===== config.mk =====
export PLATFORM = sky130hd
export DESIGN_NAME = mmu_sequencer
export DESIGN_NICKNAME = d
export VERILOG_FILES = /design/src/rtl/mmu_sequencer.sv
export SDC_FILE = /design/constraint.sdc
export NUM_CORES = 1
export LEC_CHECK = 0
export BUFFER_PORTS_ARGS = -buffer_cell sky130_fd_sc_hd__buf_2
export CAP_MARGIN = 20
export CORE_MARGIN = 1
export CORE_UTILIZATION = 30
export DETAILED_ROUTE_END_ITERATION = 10
export SYNTH_ARGS = -nofsm -noshare
export SYNTH_HDL_FRONTEND = slang
export SYNTH_SLANG_ARGS = --single-unit

===== constraint.sdc =====
create_clock -name clk -period 2.6 [get_ports clk]
set_clock_uncertainty 0.05 [all_clocks]
set_input_delay 0.13 -clock clk [delete_from_list [all_inputs] [get_ports clk]]
set_output_delay 0.13 -clock clk [all_outputs]
set_load 0.05 [all_outputs]

===== src/rtl/mmu_sequencer.sv =====
// Host-facing tile loader and pass sequencer for the 2x2 MMU feeder.
// Collects weight/input bytes, runs one en pass, then clears the array.
module mmu_sequencer #(
  parameter int LAST_CYCLE = 5,
  parameter int CLEAR_GAP  = 1
) (
  input  logic       clk,
  input  logic       rst,
  input  logic       load_valid,
  input  logic [7:0] load_data,
  input  logic       reuse_weights,
  output logic       load_ready,
  output logic       en,
  output logic [2:0] mmu_cycle,
  output logic [7:0] weight0,
  output logic [7:0] weight1,
  output logic [7:0] weight2,
  output logic [7:0] weight3,
  output logic [7:0] input0,
  output logic [7:0] input1,
  output logic [7:0] input2,
  output logic [7:0] input3,
  output logic       busy,
  output logic [7:0] tile_count
);

  typedef enum logic [1:0] {
    LOAD  = 2'd0,
    RUN   = 2'd1,
    FLUSH = 2'd2
  } state_t;

  localparam logic [2:0] LAST    = 3'(LAST_CYCLE);
  localparam logic [3:0] GAP_END = 4'(CLEAR_GAP - 1);

  state_t     state;
  logic [2:0] byte_idx;
  logic       weights_valid;
  logic [3:0] gap;
  logic       accept;
  logic       skip_w;

  assign accept = load_valid && load_ready;
  assign skip_w = (byte_idx == 3'd0) && reuse_weights && weights_valid;
  assign busy   = (state == RUN) || (state == FLUSH);

  always_ff @(posedge clk or posedge rst) begin
    if (rst) begin
      state         <= LOAD;
      byte_idx      <= 3'd0;
      weights_valid <= 1'b0;
      gap           <= 4'd0;
      load_ready    <= 1'b0;
      en            <= 1'b0;
      mmu_cycle     <= 3'd0;
      tile_count    <= 8'd0;
      weight0       <= 8'd0;
      weight1       <= 8'd0;
      weight2       <= 8'd0;
      weight3       <= 8'd0;
      input0        <= 8'd0;
      input1        <= 8'd0;
      input2        <= 8'd0;
      input3        <= 8'd0;
    end else begin
      case (state)
        LOAD: begin
          load_ready <= 1'b1;
          en         <= 1'b0;
          mmu_cycle  <= 3'd0;
          if (accept) begin
            if (skip_w) begin
              input0   <= load_data;
              byte_idx <= 3'd5;
            end else begin
              case (byte_idx)
                3'd0: weight0 <= load_data;
                3'd1: weight1 <= load_data;
                3'd2: weight2 <= load_data;
                3'd3: weight3 <= load_data;
                3'd4: input0  <= load_data;
                3'd5: input1  <= load_data;
                3'd6: input2  <= load_data;
                default: input3 <= load_data;
              endcase
              byte_idx <= byte_idx + 3'd1;
            end
            if (byte_idx == 3'd7) begin
              byte_idx      <= 3'd0;
              weights_valid <= 1'b1;
              state         <= RUN;
              load_ready    <= 1'b0;
              en            <= 1'b1;
            end
          end
        end
        RUN: begin
          if (mmu_cycle == LAST) begin
            state      <= FLUSH;
            en         <= 1'b0;
            mmu_cycle  <= 3'd0;
            gap        <= 4'd0;
            tile_count <= tile_count + 8'd1;
          end else begin
            mmu_cycle <= mmu_cycle + 3'd1;
          end
        end
        FLUSH: begin
          // Array clears while en is low; reopen only after the full gap.
          if (gap == GAP_END) begin
            state      <= LOAD;
            load_ready <= 1'b1;
          end else begin
            gap <= gap + 4'd1;
          end
        end
        default: begin
          state      <= LOAD;
          en         <= 1'b0;
          mmu_cycle  <= 3'd0;
          load_ready <= 1'b0;
          byte_idx   <= 3'd0;
        end
      endcase
    end
  end

endmodule


==> flow_summary.ini, run 1 <==
[job]
cap_viol_max_count = 0

[critical_path]
worst_path_max_delay_cell = and3_1
arrival_ns = 2.45
crit_path_max_incr_delay_ns = 0.51
worst_r2r_path_depth = 6
crit_chain = inv_1, ha_1, and3_1, nand2_1, nor2_4, mux2_2
timing.critical_path.to_type = flop
reg2reg_setup_slack_ns = 0.33
r2r_end = input0[0]
worst-endpoint-required_ns = 2.78
cp_max_fanout = 9
reg_to_reg_critical_path_startpoint = state[0]
delay_heaviest_family_cp = simple AND/OR/NAND/NOR gates
timing.setup.critical_path_class = flop to flop
crit_buf_inv = 1
setup.worst_path.start_class = flop

[sta]
final_critical_path_setup_slack_ns = 0.327
layout_min_cycle_time_ns = 2.27
timing.fmax_mhz = 440
hold_viol_final = 0
totalNegativeSetupSlack_ns = 0
slew-limit-headroom_pct = 63.2
slew_at_the_pin_with_the_worst_max_slew_slack_ns = 0.551
hold-worst-slack_ns = 0.0844
grt_setup_unrepaired = no
slew_violations = 0
final_min_period_over_clock_period_pct = 87.4
finalSetupViolations = 0

[run_status]
status = complete, no violations

[floorplanning]
placementRows = 40
coreArea_um2 = 12300
die-width_um = 115
start_util_pct = 31.3
die_h_um = 115
die_footprint_um2 = 13300
io-pin-count = 90

[clock_tree]
clock_insertion_delay_worst_skew_ns = 0.34
cts.htree.levels = 3
clock_tree.root_cell = clkbuf_16
number_of_sinks_handled_by_clock_tree_synthesis = 87
ctsLongestPathBuffers = 2
cts_tree = built
cts.clk_slew.worst_paths_ns = 0.07
cts_buffers = 9
buffer_count_from_post_cts_setup_fixing = 0

[pwr]
max-vdd-ir-drop_mv = 0.482
leakage_nw = 2.34
power.density_cell_area_nw_per_um2 = 1440
total_power_mw = 6.84

[detailed_routing]
route.detailed.drc = 0
number_of_nets_still_failing_antenna_checks_after_routing = 0
drt_iter0_markers = 157
detailroute.via_count = 2535
detail_route.wirelength_mm = 8.76
detail_route.wl_per_cell_um = 16.1
drt_pre_antenna_iters = 5
via_per_inst = 4.66

[layout]
final-instance-count-excl-fill = 544
antenna_cells = 0
drive_gt1_share_pct = 50.3
area_delta_synth_final_pct = 24.1
register_area_um2 = 2180
layout.nets = 395
final_core_util_pct = 38.9
fillers = 1180
finalInstanceArea_um2 = 4770
total_area_of_multi_input_combinational_cells_um2 = 1560

[hold_path]
holdPathEnd = input1[7]
worst_hold_path.num_cells = 2
hold_class = input pin to flop
holdCritStartpoint = load_data[7]

[placement]
post_dp_area_um2 = 4470
placed_cells = 527
post-dp-hpwl_mm = 6.20
pre_cts_ws_ns = 0.304
gp_congestion = 0.782
numPortBuffers = 89

[grt]
grt.overflow.total = 0
largest_net_degree_at_the_start_of_global_routing = 88
antenna_found_initial = 0
vias_in_the_first_global_route = 2484
grt_pass1_wl_mm = 13.6
gr-usage-all-layers_pct = 13.7

[yosys]
number_of_enable_flip_flop_cells_after_synthesis = 0
synth_top_area_share_pct = 56.7
synth.yosys.seq_area_share_pct = 56.7
async_flop_share_pct = 100
netlist_top_cells_area = dfrtp_1 57%, mux2_2 17%, ha_1 3.9%
ys_seq_elements = 87
synthMostInstantiatedCell = dfrtp_1
synth_area_per_cell_um2 = 14.0
number_of_unique_standard_cell_types_used_by_synthesis = 43
ys_warn_count = 0
synth_top_area_cell = dfrtp_1
syn_area_um2 = 3840
syn-num-nets = 299
top_cells_by_instance_count_after_synthesis = 87 x dfrtp_1, 59 x mux2_2, 14 x nand2_1, 12 x ha_1
dominantRegCellSynth = dfrtp_1
netlist_instances = 275
-- state kept, by name, summed over array words and instances (netlist names) --
name / count
tile_count: 8
input1: 8
state: 2
weight3: 8
byte_idx: 3
weight1: 8
input2: 8
gap: 4
weight0: 8
load_ready: 1
weight2: 8
weights_valid: 1
input0: 8
input3: 8
en: 1
mmu_cycle: 3
-- metal layers --
layer / track usage [%] / vias up / part of all wire, %
met1: 18.3 / 1294 / 47
met5: 0 / - / 0
met3: 3.80 / 7 / 3.9
li1: - / 1179 / -
met4: 4.42 / 0 / 1.3
met2: 21.7 / 55 / 48
-- power by group --
part / leakage [nW] / switching (mW) / internal (mW)
clock: 0.139 / 0.535 / 0.676
combinational: 1.09 / 2.48 / 0.944
sequential: 1.11 / 0.334 / 1.87
total: 2.34 / 3.35 / 3.49
-- cell usage in the layout, fill, tap and decap left out, types with 2 or more instances in the layout --
master and count:
a21oi_1 10, and3_1 2, buf_2 89, buf_4 2, clkbuf_16 9, clkinv_2 3
clkinv_4 2, dfrtp_1 87, ha_1 12, inv_1 9, mux2_2 59, mux2_4 8
nand2_1 14, nand2b_1 2, nand3_1 3, nand3_2 4, nand3b_1 2, nand4_1 4
nand4_4 3, nor2_1 7, nor2_4 2, nor3_1 3, nor4_1 4, o21ai_0 6
xnor2_1 3, xor2_1 4
-- logic make-up after synthesis --
| kind of cell | synth area share (%) |
|---|---|
| AOI/OAI and AO/OA | 4.56 |
| xor gates and xnor gates | 1.60 |
| adders and majority gates | 3.91 |
| buffers and inverters | 2.61 |
| DFF | 56.7 |
| muxes | 20.7 |
| and+or+nand+nor | 9.91 |
-- repair_timing --
action                                  in CTS  in global routing
hold buffers                                 1                  0
resized for setup                            0                  0
endpoints found under the setup margin       0                  0
hold endpoints to repair                    87                  0
-- area by class of cell --
| class | count | area share [%] |
|---|---|---|
| clock buffers | 10 | 5.01 |
| well taps | 168 | 4.41 |
| repair buffers | 93 | 10.3 |
| multi-input cells | 169 | 32.8 |
| flip-flops and latches | 87 | 45.7 |
| clock inverters | 6 | 0.919 |
| inverters | 11 | 0.893 |
-- worst max-delay path by stage --
stage / from / cells after the start / endpoint / slack [ns]
6_report: state[0] / 6 / input0[0] / 0.33
5_1_grt: state[0] / 6 / input0[5] / 0.20
4_1_cts: state[0] / 6 / input0[0] / 0.31
3_5_place_dp: state[0] / 6 / input0[0] / 0.30
3_3_place_gp: state[0] / 6 / input0[7] / 0.40
2_1_floorplan: rst / 1 / byte_idx[0] / 0.17
Note: power is estimated with default switching activity, not from simulation.
==> run 2, diff against run 1 <==
--- a/config.mk
+++ b/config.mk
@@ -13,3 +13,4 @@
 export SYNTH_ARGS = -nofsm -noshare
 export SYNTH_HDL_FRONTEND = slang
 export SYNTH_SLANG_ARGS = --single-unit
+export TNS_END_PERCENT = 50
==> constraint.sdc (replaced) <==
create_clock -name clk -period 2.6 [get_ports clk]
set_clock_uncertainty 0.05 [all_clocks]
set_input_delay 0.52 -clock clk [delete_from_list [all_inputs] [get_ports clk]]
set_output_delay 0.52 -clock clk [all_outputs]
set_load 0.05 [all_outputs]
==> run 2 against run 1 <==
Clock-buffer cell count fell by 1. Via count did not move. Final area rose by 0.89%. Hold slack improved by 0.055 ns. Non-clock buffer count fell by 2. Maximum frequency rose by 1.2%. Utilization rose by 0.35 points. Sequential share of layout area fell by 0.40 points. First-iteration DRC count did not move. Critical path depth did not move. Register-to-register slack improved by 0.03 ns. Critical endpoint is now input0[5].
==> flow_summary.ini, run 2 (synthesis results as in run 1) <==
[run_status]
status = complete, no violations

[detailed_routing]
drt_pre_antenna_iters = 4
drt_iter0_markers = 157
detail_route.wl_per_cell_um = 15.7
detailroute.via_count = 2535
via_per_inst = 4.68
number_of_nets_still_failing_antenna_checks_after_routing = 0
detail_route.wirelength_mm = 8.51
route.detailed.drc = 0

[layout]
total_area_of_multi_input_combinational_cells_um2 = 1560
register_area_um2 = 2180
final-instance-count-excl-fill = 542
layout.nets = 393
drive_gt1_share_pct = 50.3
finalInstanceArea_um2 = 4810
antenna_cells = 0
area_delta_synth_final_pct = 25.2
mostFrequentLayoutCells = 89 x buf_2, 87 x dfrtp_1, 59 x mux2_2, 14 x nand2_1, 12 x ha_1
fillers = 1142
final_common_cell = buf_2

[grt]
antenna_found_initial = 0
grt.overflow.total = 0
largest_net_degree_at_the_start_of_global_routing = 71
gr-usage-all-layers_pct = 13.3
grt_pass1_wl_mm = 13.4
vias_in_the_first_global_route = 2429

[critical_path]
timing.critical_path.to_type = flop
reg_to_reg_critical_path_startpoint = state[0]
crit_path_max_incr_delay_ns = 0.50
worst-endpoint-required_ns = 2.77
worstSetupStartpoint = state[0]
crit_chain = inv_1, ha_1, and3_1, nand2_1, nor2_4, mux2_2
r2r_end = input0[5]
setup.worst_path.start_class = flop
arrival_ns = 2.41
timing.setup.critical_path_class = flop to flop
worst_r2r_path_depth = 6
cp_max_fanout = 9
reg2reg_setup_slack_ns = 0.35
worst_path_max_delay_cell = and3_1

[clock_tree]
clock_tree.root_cell = clkbuf_16
ctsLongestPathBuffers = 2
buffer_count_from_post_cts_setup_fixing = 0
cts.htree.levels = 3
number_of_sinks_handled_by_clock_tree_synthesis = 87
cts_tree = built
clock_insertion_delay_worst_skew_ns = 0.33
cts.hold.buffers_added = 0
cts.clk_slew.worst_paths_ns = 0.07
post_cts_resized = 0
cts_buffers = 9

[placement]
post_dp_area_um2 = 4470
pre_cts_ws_ns = 0.359
numPortBuffers = 89
post-dp-hpwl_mm = 5.94
gp_congestion = 0.735
placed_cells = 526

[floorplanning]
start_util_pct = 31.3
die_h_um = 115
io-pin-count = 90
placementRows = 40
die-width_um = 115
coreArea_um2 = 12300
die_footprint_um2 = 13300

[job]
cap_viol_max_count = 0

[sta]
slew-limit-headroom_pct = 61.3
final_min_period_over_clock_period_pct = 86.4
totalNegativeSetupSlack_ns = 0
hold_viol_final = 0
finalSetupViolations = 0
grt_setup_unrepaired = no
slew_at_the_pin_with_the_worst_max_slew_slack_ns = 0.581
layout_min_cycle_time_ns = 2.25
slew_violations = 0
timing.fmax_mhz = 445
final_critical_path_setup_slack_ns = 0.353

[hold_path]
hold_class = input pin to asynchronous set/reset pin
run 2: changes by cell type in the layout (fill, tap and decap cells not counted), sizes merged:
cell         before  now
clkinv            5    1
bufinv            0    2
inv              11   13
buf              92   91
clkbuf           10    9
clkinvlp          1    2
dlygate4sd3       1    0
run 2: layout make-up:
type,count,share of cell area (%)
clock buffer,9,4.68
clock inverter,7,2.39
inverter,11,0.937
multi-input combinational,169,32.5
sequential,87,45.3
timing repair buffer,91,9.84
tap,168,4.37
run 2: worst max-delay path by stage:
| stage | endpoint | cells after the start |
|---|---|---|
| after global routing | input0[0] | 6 |
| after detailed placement | input0[0] | 6 |
| after CTS | input0[5] | 6 |
| final | input0[5] | 6 |
| after floorplan | state[0] | 6 |
| after global placement | input0[5] | 6 |
run 2: metal layers:
layer  routed length [µm]  share of wire, %  vias up  track usage (%)
met1                 3910                46     1268             18.0
met5                    0                 0        -                0
li1                     -                 -     1176                -
met4                  123               1.4        0             4.94
met2                 4000                47       82             20.6
met3                  473               5.6        9             3.27
run 2: critical path, delay by kind of cell, from the launching register on:
family / cells / cell delay [ns]
DFF: 1 / 0.39
and+or+nand+nor: 3 / 0.91
muxes: 1 / 0.38
buffers and inverters: 1 / 0.10
adders and majority gates: 1 / 0.29
run 2: metrics by stage:
step,utilization (%),hold WS [ns]
floorplan,-,0.436
global placement,36.4,0.405
detailed placement,36.4,0.414
CTS,39.2,0.142
global route,39.2,0.158
finish,39.2,0.139
Power of run 2 is left out: the tool's default activity adds up to more than one toggle a clock period on the data nets, which glitch-free logic cannot reach.
==> run 3, diff against run 2 <==
--- a/config.mk
+++ b/config.mk
@@ -5,6 +5,7 @@
 export SDC_FILE = /design/constraint.sdc
 export NUM_CORES = 1
 export LEC_CHECK = 0
+export ABC_AREA = 1
 export BUFFER_PORTS_ARGS = -buffer_cell sky130_fd_sc_hd__buf_2
 export CAP_MARGIN = 20
 export CORE_MARGIN = 1
==> run 3 against run 2 <==
Routed wire length grew 15%. Maximum frequency grew 16%. Final area grew 3.7%.
==> flow_summary.ini, run 3 <==
[run_status]
status = complete, no violations

[clock_tree]
ctsLongestPathBuffers = 2
cts.clk_slew.worst_paths_ns = 0.06
post_cts_resized = 0
buffer_count_from_post_cts_setup_fixing = 0
clock_tree.root_cell = clkbuf_16
cts_tree = built
cts.hold.buffers_added = 0
cts.htree.levels = 3
clock_insertion_delay_worst_skew_ns = 0.33
number_of_sinks_handled_by_clock_tree_synthesis = 87
cts_buffers = 9

[layout]
drive_gt1_share_pct = 25.4
mostFrequentLayoutCells = 162 x nand2_1, 89 x buf_2, 87 x dfrtp_1, 54 x nand3_1, 31 x inv_1
finalInstanceArea_um2 = 4990
layout.nets = 571
area_delta_synth_final_pct = 24.4
final-instance-count-excl-fill = 724
antenna_cells = 0
final_common_cell = nand2_1

[yosys]
synthMostInstantiatedCell = nand2_1
synth_adder_area_share_pct = 3.75
synth.mux.area_fraction_pct = 0
netlist_top_cells_area = dfrtp_1 54%, nand2_1 15%, nand3_1 6.7%
netlist_instances = 451
syn-num-nets = 475
combinational_family_with_the_most_area_after_synthesis = simple AND/OR/NAND/NOR gates
async_flop_share_pct = 100
ys_warn_count = 0
synth_top_area_share_pct = 54.3
synth-xor-area-share_pct = 1.31
synth_top_area_cell = dfrtp_1
number_of_enable_flip_flop_cells_after_synthesis = 0
post_synth_and_or_nand_nor_area_fraction_pct = 31.0
synth_area_per_cell_um2 = 8.89
number_of_unique_standard_cell_types_used_by_synthesis = 27
synth.yosys.seq_area_share_pct = 54.3
ys_seq_elements = 87
synth_area_in_compound_gates_pct = 5.18
top_cells_by_instance_count_after_synthesis = 162 x nand2_1, 87 x dfrtp_1, 54 x nand3_1, 32 x inv_1, 28 x nor2_1
dominantRegCellSynth = dfrtp_1
syn_area_um2 = 4010

[critical_path]
crit_chain = inv_1, ha_1, buf_2
arrival_ns = 1.36
reg2reg_setup_slack_ns = 0.81
worst_r2r_path_depth = 8
cp_max_fanout = 3
timing.critical_path.to_type = primary output
delay_heaviest_family_cp = flip-flops
timing.setup.critical_path_class = flop to primary output
reg_to_reg_critical_path_startpoint = byte_idx[0]
crit_path_max_incr_delay_ns = 0.37
worst-endpoint-required_ns = 2.03
worst_path_max_delay_cell = dfrtp_1
setup.worst_path.start_class = flop
crit_buf_inv = 2
r2r_end = weight2[2]

[sta]
hold_viol_final = 0
finalSetupViolations = 0
timing.fmax_mhz = 517
final_min_period_over_clock_period_pct = 74.4
slew_violations = 0
slew-limit-headroom_pct = 55.3
grt_setup_unrepaired = no
layout_min_cycle_time_ns = 1.93
slew_at_the_pin_with_the_worst_max_slew_slack_ns = 0.669
totalNegativeSetupSlack_ns = 0

[placement]
post-dp-hpwl_mm = 7.20
post_dp_area_um2 = 4660
gp_congestion = 0.811
placed_cells = 708
numPortBuffers = 89

[floorplanning]
start_util_pct = 31.3
placementRows = 41
coreArea_um2 = 12800
die-width_um = 118
die_footprint_um2 = 13800
io-pin-count = 90
die_h_um = 118

[grt]
largest_net_degree_at_the_start_of_global_routing = 34
antenna_found_initial = 0
grt_pass1_wl_mm = 15.8
vias_in_the_first_global_route = 3054
grt.overflow.total = 0
gr-usage-all-layers_pct = 14.4

[detailed_routing]
detail_route.wl_per_cell_um = 13.5
route.detailed.drc = 0
detail_route.wirelength_mm = 9.80
via_per_inst = 4.56
number_of_nets_still_failing_antenna_checks_after_routing = 0
detailroute.via_count = 3303
drt_iter0_markers = 247
drt_pre_antenna_iters = 4

[pwr]
leakage_nw = 2.74
max-vdd-ir-drop_mv = 0.397
power.density_cell_area_nw_per_um2 = 1460

[hold_path]
hold_class = input pin to asynchronous set/reset pin

[job]
cap_viol_max_count = 0
## run 3: cell type report
type / instances / area, µm²
fill: 1297 / 7840
sequential: 87 / 2180
multi-input combinational: 321 / 1650
timing repair buffer: 92 / 480
clock buffer: 11 / 243
tap: 172 / 215
inverter: 36 / 139
clock inverter: 5 / 81.3
## run 3: layer usage
layer / share of wire [%] / wire (µm) / global-route usage, % / vias up
met1: 48 / 4690 / 19.6 / 1551
met4: 1.5 / 151 / 4.81 / 0
li1: - / - / - / 1636
met3: 5.8 / 567 / 3.54 / 13
met5: 0 / 0 / 0 / -
met2: 45 / 4390 / 22.2 / 103
## run 3: how the worst max path moves through the flow
stage,slack [ns],startpoint,cells past startpoint,end
finish,0.67,state[0],3,busy
global route,0.60,state[0],3,busy
CTS,0.63,state[0],3,busy
detailed placement,0.80,reuse_weights,7,weight1[7]
global placement,0.85,reuse_weights,7,weight1[2]
floorplan,0.94,load_ready,7,input0[0]
## run 3: cells by family (layout without fill, tap and decap cells)
family | after synthesis | in the layout
AOI/OAI and AO/OA | 35 | 35
xor gates and xnor gates | 6 | 6
adders and majority gates | 12 | 12
buffers and inverters | 43 | 144
DFF | 87 | 87
and+or+nand+nor | 268 | 268
## run 3: stage by stage
step / setup slack [ns] / total power [mW] / util [%] / hold WS [ns]
2_1_floorplan: 0.939 / 5.08 / - / 0.383
3_3_place_gp: 0.852 / 5.89 / 36.4 / 0.400
3_5_place_dp: 0.798 / 5.93 / 36.4 / 0.400
4_1_cts: 0.634 / 7.35 / 38.9 / 0.250
5_1_grt: 0.600 / 7.69 / 38.9 / 0.287
6_report: 0.666 / 7.30 / 38.9 / 0.228
## run 3: worst register-to-register path: stages (launching register included)
cell	delay [ns]
dfrtp_1	0.42
inv_1	0.08
ha_1	0.27
nand2_2	0.11
nor2_4	0.06
nor2_8	0.32
nand2_2	0.19
nand2_1	0.12
nand2_1	0.06
## run 3: power by group
part | switching (mW) | total (mW) | internal [mW]
sequential | 0.343 | 2.22 | 1.88
clock | 0.528 | 1.40 | 0.869
combinational | 2.88 | 3.68 | 0.806
total | 3.75 | 7.30 | 3.55
